[config.mk]
export PLATFORM = sky130hd
export DESIGN_NAME = rf_dump_reader_flat
export DESIGN_NICKNAME = d
export VERILOG_FILES = /design/src/rtl/rf_dump_reader_if.sv /design/src/rtl/rf_dump_reader.sv /design/src/flat_wrapper.sv
export SDC_FILE = /design/constraint.sdc
export NUM_CORES = 1
export LEC_CHECK = 0
export CELL_PAD_IN_SITES_DETAIL_PLACEMENT = 1
export CELL_PAD_IN_SITES_GLOBAL_PLACEMENT = 1
export CORE_MARGIN = 5
export CORE_UTILIZATION = 35
export CTS_CLUSTER_SIZE = 24
export DETAILED_ROUTE_END_ITERATION = 7
export PLACE_DENSITY_LB_ADDON = 0.1
export SLEW_MARGIN = 10
export SYNTH_ARGS = -nofsm -noshare
export SYNTH_HDL_FRONTEND = slang
export SYNTH_SLANG_ARGS = --single-unit
[constraint.sdc]
create_clock -name clk -period 2 [get_ports clk]
set_clock_uncertainty 0.15 [all_clocks]
set_input_delay 0.4 -clock clk [delete_from_list [all_inputs] [get_ports clk]]
set_output_delay 0.4 -clock clk [all_outputs]
set_load 0.02 [all_outputs]
[src/rtl/rf_dump_reader_if.sv]
// Output stream of the register-file dump reader: one {addr, data, last} word per valid/ready transfer.
interface rf_dump_reader_if #(
  parameter int unsigned ADDR_W = 5,
  parameter int unsigned DATA_W = 32
);
  logic              out_valid;
  logic              out_ready;
  logic [ADDR_W-1:0] out_addr;
  logic [DATA_W-1:0] out_data;
  logic              out_last;

  modport master (
    output out_valid,
    output out_addr,
    output out_data,
    output out_last,
    input  out_ready
  );

  modport slave (
    input  out_valid,
    input  out_addr,
    input  out_data,
    input  out_last,
    output out_ready
  );
endinterface

[src/rtl/rf_dump_reader.sv]
// Debug-side sweeper for RF read port 3: streams {addr, data} for a latched range [lo..hi]
// to the debug bridge, one register per CAPTURE/SEND pair.
module rf_dump_reader #(
  parameter int unsigned ADDR_W = 5,
  parameter int unsigned DATA_W = 32
) (
  input  logic              clk,
  input  logic              rst,
  input  logic              start,
  input  logic [ADDR_W-1:0] lo_addr,
  input  logic [ADDR_W-1:0] hi_addr,
  output logic [ADDR_W-1:0] rf_raddr3,
  input  logic [DATA_W-1:0] rf_rdata3,
  rf_dump_reader_if.master  out_if,
  output logic              busy,
  output logic              done
);

  typedef enum logic [1:0] {
    IDLE    = 2'd0,
    CAPTURE = 2'd1,
    SEND    = 2'd2,
    FINISH  = 2'd3
  } state_e;

  state_e            state_q,     state_d;
  logic [ADDR_W-1:0] cur_addr_q,  cur_addr_d;
  logic [ADDR_W-1:0] lo_q,        lo_d;
  logic [ADDR_W-1:0] hi_q,        hi_d;
  logic              out_valid_q, out_valid_d;
  logic [ADDR_W-1:0] out_addr_q,  out_addr_d;
  logic [DATA_W-1:0] out_data_q,  out_data_d;
  logic              out_last_q,  out_last_d;
  logic              busy_q,      busy_d;
  logic              done_q,      done_d;

  // State and output register bank
  always_ff @(posedge clk or posedge rst) begin
    if (rst) begin
      state_q     <= IDLE;
      cur_addr_q  <= '0;
      lo_q        <= '0;
      hi_q        <= '0;
      out_valid_q <= 1'b0;
      out_addr_q  <= '0;
      out_data_q  <= '0;
      out_last_q  <= 1'b0;
      busy_q      <= 1'b0;
      done_q      <= 1'b0;
    end else begin
      state_q     <= state_d;
      cur_addr_q  <= cur_addr_d;
      lo_q        <= lo_d;
      hi_q        <= hi_d;
      out_valid_q <= out_valid_d;
      out_addr_q  <= out_addr_d;
      out_data_q  <= out_data_d;
      out_last_q  <= out_last_d;
      busy_q      <= busy_d;
      done_q      <= done_d;
    end
  end

  // Next-state and output-register updates
  always_comb begin
    state_d     = state_q;
    cur_addr_d  = cur_addr_q;
    lo_d        = lo_q;
    hi_d        = hi_q;
    out_valid_d = out_valid_q;
    out_addr_d  = out_addr_q;
    out_data_d  = out_data_q;
    out_last_d  = out_last_q;

    case (state_q)
      IDLE: begin
        if (start) begin
          lo_d       = lo_addr;
          hi_d       = hi_addr;
          cur_addr_d = lo_addr;
          state_d    = (lo_addr > hi_addr) ? FINISH : CAPTURE;
        end
      end
      CAPTURE: begin
        out_data_d  = rf_rdata3;
        out_addr_d  = cur_addr_q;
        out_last_d  = (cur_addr_q == hi_q);
        out_valid_d = 1'b1;
        state_d     = SEND;
      end
      SEND: begin
        // Counter only advances below hi, so a sweep ending at the top register never wraps
        if (out_valid_q && out_if.out_ready) begin
          out_valid_d = 1'b0;
          if (out_last_q) begin
            state_d = FINISH;
          end else begin
            cur_addr_d = cur_addr_q + ADDR_W'(1);
            state_d    = CAPTURE;
          end
        end
      end
      FINISH: begin
        state_d = IDLE;
      end
      default: begin
        state_d = IDLE;
      end
    endcase

    // Status flags are registered copies of the next state
    busy_d = (state_d != IDLE);
    done_d = (state_d == FINISH);
  end

  assign rf_raddr3        = cur_addr_q;
  assign out_if.out_valid = out_valid_q;
  assign out_if.out_addr  = out_addr_q;
  assign out_if.out_data  = out_data_q;
  assign out_if.out_last  = out_last_q;
  assign busy             = busy_q;
  assign done             = done_q;

endmodule

[src/flat_wrapper.sv]
// flat-port wrapper written by rule: the top's interface ports become plain ports
module rf_dump_reader_flat 
#(
  parameter int unsigned ADDR_W = 5,
  parameter int unsigned DATA_W = 32
)
  (clk, rst, start, lo_addr, hi_addr, rf_raddr3, rf_rdata3, busy, done, out_if_out_valid, out_if_out_addr, out_if_out_data, out_if_out_last, out_if_out_ready);
  rf_dump_reader_if #(.ADDR_W(ADDR_W), .DATA_W(DATA_W)) out_if_i ();
  input  logic clk;
  input  logic rst;
  input  logic start;
  input  logic [ADDR_W-1:0] lo_addr;
  input  logic [ADDR_W-1:0] hi_addr;
  output logic [ADDR_W-1:0] rf_raddr3;
  input  logic [DATA_W-1:0] rf_rdata3;
  output logic busy;
  output logic done;
  output wire logic [$bits(out_if_i.out_valid)-1:0] out_if_out_valid;
  output wire logic [$bits(out_if_i.out_addr)-1:0] out_if_out_addr;
  output wire logic [$bits(out_if_i.out_data)-1:0] out_if_out_data;
  output wire logic [$bits(out_if_i.out_last)-1:0] out_if_out_last;
  input wire logic [$bits(out_if_i.out_ready)-1:0] out_if_out_ready;
  assign out_if_out_valid = out_if_i.out_valid;
  assign out_if_out_addr = out_if_i.out_addr;
  assign out_if_out_data = out_if_i.out_data;
  assign out_if_out_last = out_if_i.out_last;
  assign out_if_i.out_ready = out_if_out_ready;
  rf_dump_reader #(.ADDR_W(ADDR_W), .DATA_W(DATA_W)) u_core (.clk(clk), .rst(rst), .start(start), .lo_addr(lo_addr), .hi_addr(hi_addr), .rf_raddr3(rf_raddr3), .rf_rdata3(rf_rdata3), .out_if(out_if_i), .busy(busy), .done(done));
endmodule
Yosys cells after proc, flatten, opt, wreduce, memory -nomap -nowiden

Cells that the tools add are included.

Shift-type cells: 0
Add/sub/neg operators: 1
Reduce and logical (&&, ||, !) cells: 8
Div/mod/pow operators: 0
Bitwise operators: 0
Multipliers: 0
Order comparisons: 1
Multiplexer cells: 11
Eq/ne operators: 8

Operator list:

| cell                                                                    | number |
|---|---|
| 5-bit 2-to-1 mux                                                        | 3 |
| 5-bit one-hot mux with 2 select lines                                   | 1 |
| 2-bit 2-to-1 mux                                                        | 4 |
| 2-bit one-hot mux with 4 select lines                                   | 1 |
| 2-bit equality test, second input constant                              | 3 |
| 2-bit nonzero test                                                      | 3 |
| 5-bit by 1-bit adder with 5-bit output, second input constant           | 1 |
| 5-bit equality test                                                     | 1 |
| 5-bit > comparator                                                      | 1 |
| 2-bit inequality test, second input constant                            | 2 |
| 2-bit AND reduction                                                     | 2 |
| 4-bit AND reduction                                                     | 1 |
| 2-bit by 1-bit equality test with 1-bit output, second input constant   | 1 |
| 2-bit logical NOT                                                       | 1 |
| 2-bit by 1-bit inequality test with 1-bit output, second input constant | 1 |
| 1-bit one-hot mux with 2 select lines                                   | 1 |
| 1-bit logical AND                                                       | 1 |
| 1-bit 2-to-1 mux                                                        | 1 |

Register bits after elaboration: 53
Bits in latches: 0
Memories: 0
Bits in writable memories: 0
ROM bits: 0

Depth between registers and ports, before layout

Gate-level depths: netlist of run 1.

Depth in word-level cells: 5
Gate-level depth with buffers: 6
Depth with buffers taken out: 6

Least setup slack after synthesis of run 1

No wires, ideal clock.

Path type: input port to flip-flop
Start: input port hi_addr[4]
End: register u_core.done_q (netlist: u_core.done)
Setup slack: 0.514 ns
Path buffers: 0
Cell stages on the path: 6
Required time: 1.772 ns
Arrival time: 1.259 ns
Cells stage by stage: inv_1 > ha_1 > nand4_1 > o221ai_1 > o211ai_1 > a21boi_1

Longest elaborated chain between the ends: 5

RTL lines:

| item                                  | RTL line              | RTL |
|---|---|---|
| start: declaration                    | flat_wrapper.sv:13    | `input logic [ADDR_W-1:0] hi_addr;` |
| 5-bit > comparator                    | rf_dump_reader.sv:81  | `state_d = (lo_addr > hi_addr) ? FINISH : CAPTURE;` |
| 2-bit 2-to-1 mux                      | rf_dump_reader.sv:81  |  |
| 2-bit 2-to-1 mux                      | rf_dump_reader.sv:77  | `if (start) begin` |
| 2-bit one-hot mux with 4 select lines | rf_dump_reader.sv:75  | `case (state_q)` |
| 2-bit equality test                   | rf_dump_reader.sv:113 | `done_d = (state_d == FINISH);` |
| net u_core.done_d                     | rf_dump_reader.sv:35  | `logic done_q, done_d;` |
| end signal: assignment                | rf_dump_reader.sv:60  | `done_q <= done_d;` |
| end: declaration                      | rf_dump_reader.sv:35  |  |

The timed path passes the listed nets, and every way through them passes these cells.
A chain may end at the register's enable or synchronous reset.

Final worst setup path of run 1

Start: register u_core.out_last_q (netlist: u_core.out_if.out_last)
End: output port out_if_out_last

RTL lines:

| item                     | RTL line             | RTL |
|---|---|---|
| start: declaration       | rf_dump_reader.sv:33 | `logic out_last_q, out_last_d;` |
| start signal: assignment | rf_dump_reader.sv:58 | `out_last_q <= out_last_d;` |
| end: declaration         | flat_wrapper.sv:21   | `output wire logic [$bits(out_if_i.out_last)-1:0] out_if_out_last;` |

No word-level cell between the ends.

==> results of run 1 <==
-- flip-flops by register name, indices dropped and copies added (netlist names), 2 cells and up --
signal                  count
u_core.out_if.out_data     32
u_core.hi_q                 5
u_core.out_if.out_addr      5
u_core.rf_raddr3            5
u_core.state_q              2
-- cells in the mapped netlist (2+ instances only) --
| master | instances | area [um2] |
|---|---|---|
| inv_1 | 8 | 30.0 |
| o211ai_1 | 2 | 15.0 |
| buf_6 | 2 | 22.5 |
| nor2_1 | 7 | 26.3 |
| o22ai_1 | 3 | 18.8 |
| dfrtp_1 | 53 | 1330 |
| ha_1 | 6 | 75.1 |
| o21ai_0 | 5 | 25.0 |
| xnor2_1 | 5 | 43.8 |
| buf_12 | 3 | 60.1 |
| nand2_1 | 18 | 67.6 |
| nand3_1 | 6 | 30.0 |
| a31oi_1 | 2 | 12.5 |
| a21oi_1 | 7 | 35.0 |
| mux2_4 | 36 | 541 |
-- repair_timing --
action | CTS | global route
setup endpoints to repair | 0 | 2
buffers inserted | 0 | 0
resized for setup | 0 | 2
-- layout make-up --
type / instances / area (um2)
Timing Repair Buffer: 97 / 986
Tap cell: 96 / 120
Clock buffer: 7 / 86.3
Sequential cell: 53 / 1330
Fill cell: 730 / 3260
Inverter: 8 / 30.0
Multi-Input combinational cell: 111 / 1020
-- worst min path at each step --
stage                         from                         end  slack, ps  depth (start not counted)
floorplan           u_core.hi_q[0]              u_core.hi_q[0]        320                          2
global placement    u_core.hi_q[0]              u_core.hi_q[0]        340                          2
detailed placement  u_core.hi_q[4]              u_core.hi_q[4]        340                          2
CTS                            rst  u_core.out_if.out_data[23]        330                          3
global route                   rst  u_core.out_if.out_data[18]        350                          3
finish                         rst   u_core.out_if.out_data[8]        320                          3
-- layer usage --
layer	track usage	vias up	routed length, um
met3	0.0377	9	311
met4	0.0385	0	119
met2	0.240	54	2870
met5	0	-	0
met1	0.171	854	2770
li1	-	807	-
-- worst register-to-register path, stage by stage, from the launching register on --
cell     delay [ps]
dfrtp_1         480
nor2b_4         160
buf_12          290
mux2_2          390
-- per-stage QoR --
step | hold WS, ps | cells | instance area [um2] | setup TNS, ps | utilization
after global routing | 353 | 372 | 3570 | 0 | 0.522
after detailed placement | 342 | 365 | 3480 | -67.3 | 0.509
after global placement | 337 | 365 | 3480 | -42.3 | 0.509
after floorplan | 317 | 179 | 2470 | 0 | -
final | 322 | 372 | 3570 | 0 | 0.522
after CTS | 328 | 372 | 3560 | 0 | 0.521
-- cell families after synthesis --
family | after synthesis | share of synthesized area
mux | 37 | 0.224
buf+inv | 15 | 0.0532
fa+ha+maj | 6 | 0.0304
xor+xnor | 5 | 0.0177
simple gates | 39 | 0.0781
flops | 53 | 0.537
compound gates | 24 | 0.0598
-- power by group through the flow --
stage / Sequential [uW] / Combinational [uW] / Clock, uW
CTS: 1990 / 3550 / 639
finish: 1980 / 3480 / 613
global placement: 1980 / 3490 / 0
global route: 2050 / 3680 / 681
floorplan: 2560 / 1640 / 0
detailed placement: 2010 / 3530 / 0
==> flow_metrics.env, run 1 <==
export IMPL_status="finished, final reports clean"
export IMPL_finalMaxSlewViolations=0
export IMPL_crit_slowest_cell="clkdlybuf4s50_1"
export IMPL_grt_util_all_layers=0.139
export IMPL_comb_power_share=0.574
export IMPL_crit_chain="clkdlybuf4s50_1"
export IMPL_synth_cells=179
export IMPL_syn_area_per_cell_um2=13.8
export IMPL_pwr_share_seq=0.325
export IMPL_vias=1724
export IMPL_start_util=0.361
export IMPL_grt_overflow=0
export IMPL_reg2reg_depth=3
export IMPL_reg2reg_from="u_core.state_q[1]"
export IMPL_max_stage_delay_ps=630
export IMPL_grt_pass1_wl_um=9650
export IMPL_ys_types=31
export IMPL_finalWorstSetupSlack_ps=106
export IMPL_drv_cap=0
export IMPL_r2r_slack_ps=410
export IMPL_cts_sink_count=53
export IMPL_ir_worst_vdd_v=0.000826
export IMPL_drive_above_1_share=0.199
export IMPL_rsz0062_at_grt="no"
export IMPL_gp_congestion=0.705
export IMPL_fin_crit_sh=0.947
export IMPL_min_delay_path_class="input port to async pin"
export IMPL_rows=30
export IMPL_crit_type="flip-flop to output port"
export IMPL_layout_common_cells="clkdlybuf4s50_1, dfrtp_1, mux2_4"
export IMPL_drt_iter0_markers=17
export IMPL_first_global_vias=1858
export IMPL_crit_path_end_kind="output port"
export IMPL_crit_start="u_core.out_if.out_last"
export IMPL_timing_rr_end="u_core.out_if.out_data[6]"
export IMPL_port_buffers=91
export IMPL_htreeDepth=2
export IMPL_clk_latency_ps=300
export IMPL_p_sw_frac=0.371
export IMPL_power_total_uw=6070
export IMPL_core_area_mm2=0.00683
export IMPL_synth_main_ff_cell="dfrtp_1"
export IMPL_switchingPower_uw=2250
export IMPL_diodes=0
export IMPL_critPathArrivalTime_ps=1340
export IMPL_chipWidth_um=94.0
export IMPL_drt_antenna_violating_nets=0
export IMPL_power_leakage_uw=0.00157
export IMPL_syn_num_nets=231
export IMPL_nNetsFinal=328
export IMPL_crit_fanout=3
export IMPL_root_buffer="clkbuf_8"
export IMPL_clockBufferDepth=2
export IMPL_p_per_area_mw_per_mm2=1700
export IMPL_ys_ff_latch=53
export IMPL_clk_pin_slew_worst_paths_ps=90
export IMPL_critPathTopFamily="buffers and inverters"
export IMPL_finalWirelength_um=6070
export IMPL_cts_tree="yes"
export IMPL_drcViolationCount=0
export IMPL_p_clk_frac=0.101
export IMPL_fmax_ghz=0.528
export IMPL_die_height_um=94.0
export IMPL_dp_hpwl_um=4510
export IMPL_wire_per_inst_um=16.3
export IMPL_ios=92
export IMPL_grt_max_degree=54
export IMPL_worstSetupStartpointType="flip-flop"
export IMPL_cp_required_ps=1450
export IMPL_vias_per_cell=4.63
export IMPL_antenna_found_initial=0
export IMPL_p_int_uw=3820
export IMPL_crit_buf_inv=1
export IMPL_async_reset_ff_frac=1.00
export IMPL_synth_seq_area_share=0.537
export IMPL_layout_min_cycle_time_ps=1890
export IMPL_cts_made_buffers=5
export IMPL_synth_edff_count=0
export IMPL_relSlewSlack=0.794
export IMPL_die_area_mm2=0.00883
export IMPL_crit_path_end="out_if_out_last"
export IMPL_synthesis_area_mm2=0.00247
export IMPL_first_pass_iters=4
export IMPL_worstMarginPinSlew_ps=308
export IMPL_cts_hold_buf=0
export IMPL_hold_viol_final=0
export IMPL_finalSetupViolations=0
export IMPL_final_common_cell="clkdlybuf4s50_1"
export IMPL_crit_cells=1
export IMPL_pre_cts_ws_ps=-67.3
export IMPL_yosysWarnings=0
export IMPL_area_growth_pct=44.5
No activity file was read; power rests on OpenSTA's default activity.
==> run 2: changes to the inputs <==
Settings changed: GPL_ROUTABILITY_DRIVEN from default to 0.
==> results of run 2 <==
Final layout, timing and power as in run 1 (identical DEF).
==> run 3: changes to the inputs <==
Settings changed: PLACE_DENSITY from default to 0.86, PLACE_DENSITY_LB_ADDON 0.1 to default, TNS_END_PERCENT from default to 1.
==> flow_metrics.env, run 3 (synthesis results as in run 1) <==
export IMPL_p_per_area_mw_per_mm2=1730
export IMPL_worstMarginPinSlew_ps=387
export IMPL_reg2reg_depth=3
export IMPL_first_pass_iters=4
export IMPL_ios=92
export IMPL_cts_hold_buf=0
export IMPL_grt_util_all_layers=0.150
export IMPL_grt_overflow=0
export IMPL_root_buffer="clkbuf_8"
export IMPL_dpl_cell_area_mm2=0.00348
export IMPL_area_growth_pct=45.4
export IMPL_ir_worst_vdd_v=0.000589
export IMPL_finalMaxSlewViolations=0
export IMPL_port_buffers=91
export IMPL_finalSetupViolations=0
export IMPL_antenna_found_initial=0
export IMPL_core_area_mm2=0.00683
export IMPL_fill_cells=726
export IMPL_worstSetupStartpointType="flip-flop"
export IMPL_cp_required_ps=1450
export IMPL_dp_hpwl_um=4970
export IMPL_die_area_mm2=0.00883
export IMPL_dp_cells=365
export IMPL_wire_per_inst_um=17.0
export IMPL_drt_iter0_markers=51
export IMPL_rows=30
export IMPL_status="finished, final reports clean"
export IMPL_fin_crit_sh=0.964
export IMPL_nNetsFinal=328
export IMPL_power_total_uw=6220
export IMPL_crit_path_end="out_if_out_last"
export IMPL_first_global_vias=1937
export IMPL_finalWirelength_um=6340
export IMPL_cts_tree="yes"
export IMPL_critPathTopFamily="buffers and inverters"
export IMPL_rsz0062_at_grt="no"
export IMPL_clockBufferDepth=2
export IMPL_layout_common_cells="clkdlybuf4s50_1, dfrtp_1, mux2_4"
export IMPL_crit_slowest_cell="clkdlybuf4s50_1"
export IMPL_vias_per_cell=4.65
export IMPL_crit_type="flip-flop to output port"
export IMPL_die_height_um=94.0
export IMPL_relSlewSlack=0.742
export IMPL_drive_above_1_share=0.202
export IMPL_start_util=0.361
export IMPL_fmax_ghz=0.518
export IMPL_drt_antenna_violating_nets=0
export IMPL_final_common_cell="clkdlybuf4s50_1"
export IMPL_final_cells=373
export IMPL_timing_rr_end="u_core.out_if.out_data[6]"
export IMPL_hold_viol_final=0
export IMPL_final_util=0.525
export IMPL_largest_reg_flops=32
export IMPL_chipWidth_um=94.0
export IMPL_crit_start="u_core.out_if.out_last"
export IMPL_crit_path_end_kind="output port"
export IMPL_reg2reg_from="u_core.state_q[0]"
export IMPL_htreeDepth=2
export IMPL_finalSetupTns_ps=0
export IMPL_clk_latency_ps=300
export IMPL_crit_chain="clkdlybuf4s50_1"
export IMPL_crit_fanout=3
export IMPL_diodes=0
export IMPL_drcViolationCount=0
export IMPL_vias=1733
export IMPL_power_leakage_uw=0.00158
export IMPL_crit_cells=1
export IMPL_layout_min_cycle_time_ps=1930
export IMPL_grt_pass1_wl_um=10300
export IMPL_clk_pin_slew_worst_paths_ps=100
export IMPL_cts_sink_count=53
export IMPL_critPathArrivalTime_ps=1380
export IMPL_crit_buf_inv=1
export IMPL_cts_made_buffers=5
export IMPL_drv_cap=0
export IMPL_grt_max_degree=38
export IMPL_max_stage_delay_ps=650
export IMPL_final_cell_area_mm2=0.00359
export IMPL_min_delay_path_class="input port to async pin"
export IMPL_r2r_slack_ps=400
[run 3: layer usage]
layer	up-vias	global-route usage	wire length, um
met4	0	0.0361	60
met3	6	0.0401	424
li1	813	-	-
met5	-	0	0
met1	848	0.192	2830
met2	66	0.251	3030
[run 3: worst min-delay path by stage]
stage | start | end | slack [ps] | cells past startpoint
final | rst | u_core.out_if.out_data[26] | 240 | 2
after global routing | rst | u_core.out_if.out_data[26] | 260 | 2
after CTS | rst | u_core.out_if.out_data[25] | 240 | 2
after detailed placement | u_core.out_if.out_data[25] | u_core.out_if.out_data[25] | 350 | 1
after global placement | u_core.out_if.out_data[13] | u_core.out_if.out_data[13] | 340 | 1
after floorplan | u_core.hi_q[0] | u_core.hi_q[0] | 320 | 2
[run 3: through the flow]
| stage | setup slack, ps | hold WS, ps |
|---|---|---|
| after CTS | 29.6 | 241 |
| after detailed placement | -92.7 | 345 |
| final | 71.2 | 236 |
| after global routing | 14.8 | 259 |
| after floorplan | 164 | 317 |
| after global placement | -35.8 | 339 |
[run 3: cell type report]
type                            instances  area [um2]  share of cell area
Clock buffer                            6        72.6              0.0202
Clock inverter                          2        38.8              0.0108
Inverter                                8        30.0             0.00837
Multi-Input combinational cell        111        1020               0.284
Sequential cell                        53        1330               0.370
Tap cell                               96         120              0.0335
Timing Repair Buffer                   97         982               0.274
[run 3: where the power goes]
part           total, uW  switching (uW)  internal, uW
sequential          2000             377          1620
clock                727             350           376
combinational       3500            1580          1920
[run 3: repair_timing]
action	in CTS	in global routing
setup buffers	0	0
gates resized for setup	1	1
cloned	0	0
endpoints found under the setup margin	1	1
